===== src/rtl/instr_mem_loader.sv =====
// Program loader: packs a big-endian byte stream into 32-bit words and writes them
// into the CPU instruction memory while holding the CPU in reset.
`timescale 1ns/1ps

module instr_mem_loader #(
    parameter int unsigned MAX_WORDS = 16,
    parameter int unsigned RST_HOLD  = 2
) (
    input  logic        clk,
    input  logic        rst,
    input  logic        start,
    input  logic [7:0]  word_count,
    input  logic        byte_valid,
    input  logic [7:0]  byte_data,
    output logic        byte_ready,
    output logic        initialize,
    output logic [31:0] instruction_initialize_data,
    output logic [31:0] instruction_initialize_address,
    output logic        cpu_rst,
    output logic        busy,
    output logic        done,
    output logic        error
);

    localparam int unsigned CNT_W     = 8;
    localparam int unsigned HOLD_W    = (RST_HOLD > 2) ? $clog2(RST_HOLD) : 1;
    localparam int unsigned HOLD_LAST = (RST_HOLD > 1) ? RST_HOLD - 1 : 0;

    typedef enum logic [1:0] {
        IDLE,
        COLLECT,
        WRITE,
        RELEASE
    } state_t;

    state_t             state;
    logic [CNT_W-1:0]   word_cnt;
    logic [CNT_W-1:0]   word_idx;
    logic [1:0]         byte_idx;
    logic [23:0]        word_buf;
    logic [HOLD_W-1:0]  hold_cnt;

    logic               start_legal;
    logic               xfer;
    logic [31:0]        asm_word;
    logic [CNT_W-1:0]   word_idx_nxt;

    // Newest byte always enters at the bottom, so the first byte ends up in [31:24].
    assign asm_word     = {word_buf, byte_data};
    assign xfer         = byte_valid && byte_ready;
    assign start_legal  = (word_count != 8'd0) && (32'(word_count) <= MAX_WORDS);
    assign word_idx_nxt = CNT_W'(word_idx + CNT_W'(1));

    always_ff @(posedge clk or posedge rst) begin
        if (rst) begin
            state                          <= IDLE;
            byte_ready                     <= 1'b0;
            initialize                     <= 1'b0;
            instruction_initialize_data    <= 32'd0;
            instruction_initialize_address <= 32'd0;
            cpu_rst                        <= 1'b1;
            busy                           <= 1'b0;
            done                           <= 1'b0;
            error                          <= 1'b0;
            word_cnt                       <= '0;
            word_idx                       <= '0;
            byte_idx                       <= '0;
            word_buf                       <= '0;
            hold_cnt                       <= '0;
        end else begin
            done <= 1'b0;
            case (state)
                IDLE: begin
                    if (start) begin
                        if (start_legal) begin
                            word_cnt   <= word_count;
                            error      <= 1'b0;
                            cpu_rst    <= 1'b1;
                            word_idx   <= '0;
                            byte_idx   <= '0;
                            byte_ready <= 1'b1;
                            busy       <= 1'b1;
                            state      <= COLLECT;
                        end else begin
                            error <= 1'b1;
                        end
                    end
                end

                COLLECT: begin
                    if (xfer) begin
                        word_buf <= asm_word[23:0];
                        byte_idx <= 2'(byte_idx + 2'd1);
                        if (byte_idx == 2'd3) begin
                            byte_ready                     <= 1'b0;
                            initialize                     <= 1'b1;
                            instruction_initialize_data    <= asm_word;
                            instruction_initialize_address <= 32'({word_idx, 2'b00});
                            state                          <= WRITE;
                        end
                    end
                end

                // Single-cycle write strobe; memory captures at the edge leaving this state.
                WRITE: begin
                    initialize <= 1'b0;
                    word_idx   <= word_idx_nxt;
                    if (word_idx_nxt == word_cnt) begin
                        hold_cnt <= '0;
                        state    <= RELEASE;
                    end else begin
                        byte_ready <= 1'b1;
                        state      <= COLLECT;
                    end
                end

                RELEASE: begin
                    if (hold_cnt == HOLD_W'(HOLD_LAST)) begin
                        cpu_rst <= 1'b0;
                        done    <= 1'b1;
                        busy    <= 1'b0;
                        state   <= IDLE;
                    end else begin
                        hold_cnt <= HOLD_W'(hold_cnt + HOLD_W'(1));
                    end
                end

                default: state <= IDLE;
            endcase
        end
    end

    // Structural invariants of the handshake and write strobe.
    a_init_one_cycle: assert property (@(posedge clk) disable iff (rst)
        initialize |=> !initialize);
    a_no_ready_in_write: assert property (@(posedge clk) disable iff (rst)
        !(initialize && byte_ready));
    a_done_clean: assert property (@(posedge clk) disable iff (rst)
        done |-> (!busy && !cpu_rst));

endmodule


===== config.mk =====
export PLATFORM = sky130hd
export DESIGN_NAME = instr_mem_loader
export DESIGN_NICKNAME = d
export VERILOG_FILES = /design/src/rtl/instr_mem_loader.sv
export SDC_FILE = /design/constraint.sdc
export NUM_CORES = 1
export LEC_CHECK = 0
export CAP_MARGIN = 30
export CORE_MARGIN = 2
export CORE_UTILIZATION = 39
export DETAILED_ROUTE_END_ITERATION = 12
export GPL_TIMING_DRIVEN = 0
export HOLD_SLACK_MARGIN = 0.1
export PLACE_DENSITY = 0.67
export RECOVER_POWER = 25
export SKIP_LAST_GASP = 1
export SYNTH_ARGS = -nofsm -noshare
export SYNTH_HDL_FRONTEND = slang
export SYNTH_SLANG_ARGS = --single-unit

===== constraint.sdc =====
create_clock -name clk -period 3.55 [get_ports clk]
set_input_delay 1.065 -clock clk [delete_from_list [all_inputs] [get_ports clk]]
set_output_delay 1.065 -clock clk [all_outputs]
set_load 0.03 [all_outputs]

==> flow_metrics.py <==
metrics = {
    "status": {
        "status": "complete, but fails checks",
        "violations": "capacitance limit, slew limit",
    },
    "logic_synthesis": {
        "synth_compound_area_share_pct": 5.29,
        "ys_warn_count": 0,
        "synth-seq-cells": 91,
        "syn_avg_cell_area_um2": 12.9,
        "muxShareOfSynthArea_pct": 19.7,
        "synthXorXnorAreaFrac_pct": 2.44,
        "yosys.area_share.simple_pct": 6.91,
        "synth_edf_count": 0,
        "synth.yosys.seq_area_share_pct": 57.7,
        "yosys.cell_types.count": 38,
        "async_flop_share_pct": 100,
        "synth_flop_cell": "dfrtp_1",
        "synth_area_mm2": 0.00395,
        "synth_top_family_by_area": "multiplexers",
        "syn_inst": 306,
        "synth_fa_ha_area_share_pct": 0.634,
    },
    "setup_path": {
        "ff2ff_path_depth": 7,
        "crit_required_ns": 3.80,
        "ff2ff_setup_slack_ns": 1.24,
        "r2r-start": "word_idx[0]",
        "cp_max_fo": 10,
        "crit_type": "input pin to register",
        "cp-start-kind": "input pin",
        "r2r-end": "byte_ready",
        "cp.arrival_ns": 2.91,
        "end_kind": "register",
    },
    "final_layout": {
        "nFillCells": 885,
        "finalNetCount": 428,
        "final_common_cell": "dfrtp_1",
        "seqCellArea_mm2": 0.00228,
        "antenna_cells": 0,
        "layout.cells.non_filler": 544,
        "multi_input_area_mm2": 0.00147,
        "drive_above_1_share_pct": 29.7,
        "final_area_mm2": 0.00510,
        "mostFrequentLayoutCells": "dfrtp_1 (90), mux2_2 (69), clkdlybuf4s50_1 (64)",
        "synthToLayoutAreaGrowth_pct": 29.0,
    },
    "timing": {
        "rsz0062_at_grt": "false",
        "maxSlewViolCount": 36,
        "hold_violations": 0,
        "fin_worst_skew_ns": 0.00876,
        "relSlewSlack_pct": -8.46,
        "finalSetupViolCount": 0,
        "min_period_ns": 2.66,
        "tightest_slew_ns": 1.62,
        "finalCritPeriodShare_pct": 74.9,
        "max_freq_mhz": 376,
    },
    "die": {
        "die_x_um": 105,
        "coreArea_mm2": 0.00982,
        "initial_core_util_pct": 40.2,
        "dieArea_mm2": 0.0109,
        "fp-row-count": 36,
        "die_y_um": 105,
        "io_pins": 90,
    },
    "route": {
        "ant_nets": 0,
        "drcViolationCount": 0,
        "drtIter0Drc": 86,
        "drt-pass1-iter-count": 5,
        "viasPerCell": 4.74,
        "vias": 2581,
        "wl_mm": 7.76,
        "route.detailed.wl_per_inst_um": 14.3,
    },
    "place": {
        "place_congestion": 0.844,
        "dp.final_hpwl_mm": 5.41,
        "place_inst": 528,
        "io_buffers": 65,
        "dpl_cell_area_mm2": 0.00488,
    },
    "clocking": {
        "htreeDepth": 3,
        "postCtsSetupBuffers": 0,
        "clockBufferDepth": 2,
        "clk_pin_slew_worst_paths_ns": 0.08,
        "cts.sinks": 91,
        "cts_root_buf": "clkbuf_8",
        "cts-resized-gates": 0,
        "cts_buffers": 9,
        "cts_tree": "yes",
        "hold_buffers": 0,
        "clock_latency_ns": 0.36,
    },
    "grt": {
        "use_met3_pct": 6.11,
        "antenna_found_initial": 0,
        "grt_usage_pct": 14.7,
        "use_met2_pct": 23.9,
        "grt_pass1_vias": 2562,
        "grt_util_met1_pct": 18.3,
        "grt_pass1_wl_mm": 12.9,
        "top_usage_layer": "met2",
        "grt_overflow": 0,
        "grt_max_degree": 57,
    },
    "power_and_ir_drop": {
        "intPower_mw": 2.75,
        "power_frac_clock_pct": 17.6,
        "p_comb_share_pct": 42.3,
        "ir_worst_vdd_mv": 0.489,
        "seqPwrFrac_pct": 40.0,
        "p_switching_mw": 1.57,
        "p_per_area_mw_per_mm2": 848,
        "swShare_pct": 36.4,
        "p_leak_nw": 2.33,
    },
    "worst_hold_path": {
        "hp-class": "register to register",
        "min_from": "cpu_rst",
        "hold_end": "cpu_rst",
        "hold_depth": 2,
    },
    "job": {
        "drv_cap": 1,
    },
}
-- Yosys cell counts (2+ instances only) --
cell type   n  area, µm²
a211o_1     2       17.5
a21oi_1     5       25.0
a22o_1      3       26.3
and2_1      3       18.8
and3_1      4       25.0
buf_2       8       40.0
buf_4      27        203
clkbuf_1    5       18.8
dfrtp_1    90       2250
ha_1        2       25.0
inv_1       7       26.3
mux2_2     69        777
nand2_1    20       75.1
nand3_1     7       35.0
nand3b_1    2       15.0
nand4_1     4       25.0
nor2_1      4       15.0
nor2b_1     2       12.5
o21ai_0    13       65.1
o31ai_1     2       15.0
xnor2_1     7       61.3
xor2_1      4       35.0
-- sequential cells by signal (all words and copies together) (netlist names), 2 cells and up --
signal / flops
instruction_initialize_data: 32
word_buf: 24
instruction_initialize_address: 8
word_cnt: 8
word_idx: 8
byte_idx: 2
state: 2
-- power by group through the flow --
stage                     clock network [mW]  logic [mW]  registers [mW]
after CTS                              0.789        1.85            1.74
final                                  0.762        1.83            1.73
after global routing                   0.828        1.96            1.79
after floorplan                            0       0.823            2.10
after global placement                     0        1.81            1.74
after detailed placement                   0        1.84            1.76
-- worst max-delay path by stage --
stage                   from                           endpoint  slack, ns  cells after the start
2_1_floorplan            rst                               busy       0.12                      1
6_report          byte_valid                        word_buf[2]       0.89                      5
5_1_grt        word_count[1]                        word_idx[4]       0.77                      7
3_3_place_gp             rst     instruction_initialize_data[9]      -1.24                      2
3_5_place_dp      byte_valid                        word_buf[4]       0.46                      5
4_1_cts           byte_valid  instruction_initialize_address[4]       0.86                      5
-- layout make-up --
type,count,area share (%)
repair buffers,66,13.3
clock inverters,5,1.67
multi-input cells,191,28.8
plain buffers,40,5.11
well taps,133,3.26
flip-flops and latches,91,44.7
clock buffers,11,2.58
inverters,7,0.540
-- cells by family after synthesis --
kind of cell	count (synthesis)
DFF	91
muxes	69
and+or+nand+nor	53
buffers and inverters	47
AOI/OAI and AO/OA	32
xor gates and xnor gates	11
adders and majority gates	2
other	1
-- per-stage QoR --
step	setup TNS [ns]	worst slack, ns	util [%]	hold slack, ns	power [mW]
2_1_floorplan	0	0.123	-	0.467	2.93
3_3_place_gp	-111.66	-1.24	49.4	0.451	3.55
3_5_place_dp	0	0.460	49.7	0.451	3.60
4_1_cts	0	0.856	51.9	0.465	4.38
5_1_grt	0	0.770	51.9	0.492	4.58
6_report	0	0.892	51.9	0.463	4.32
-- worst max-delay path, stage by stage --
cell             delay, ns
clkdlybuf4s50_1       0.45
nand4_1               0.13
clkbuf_1              0.50
buf_2                 0.38
mux2_2                0.36
-- metal layers --
metal / vias up / share of wire, %
met1: 1276 / 44
met3: 8 / 7.7
li1: 1211 / -
met2: 86 / 48
met5: - / 0
met4: 0 / 0.89
No activity file was read; power rests on OpenSTA's default activity.
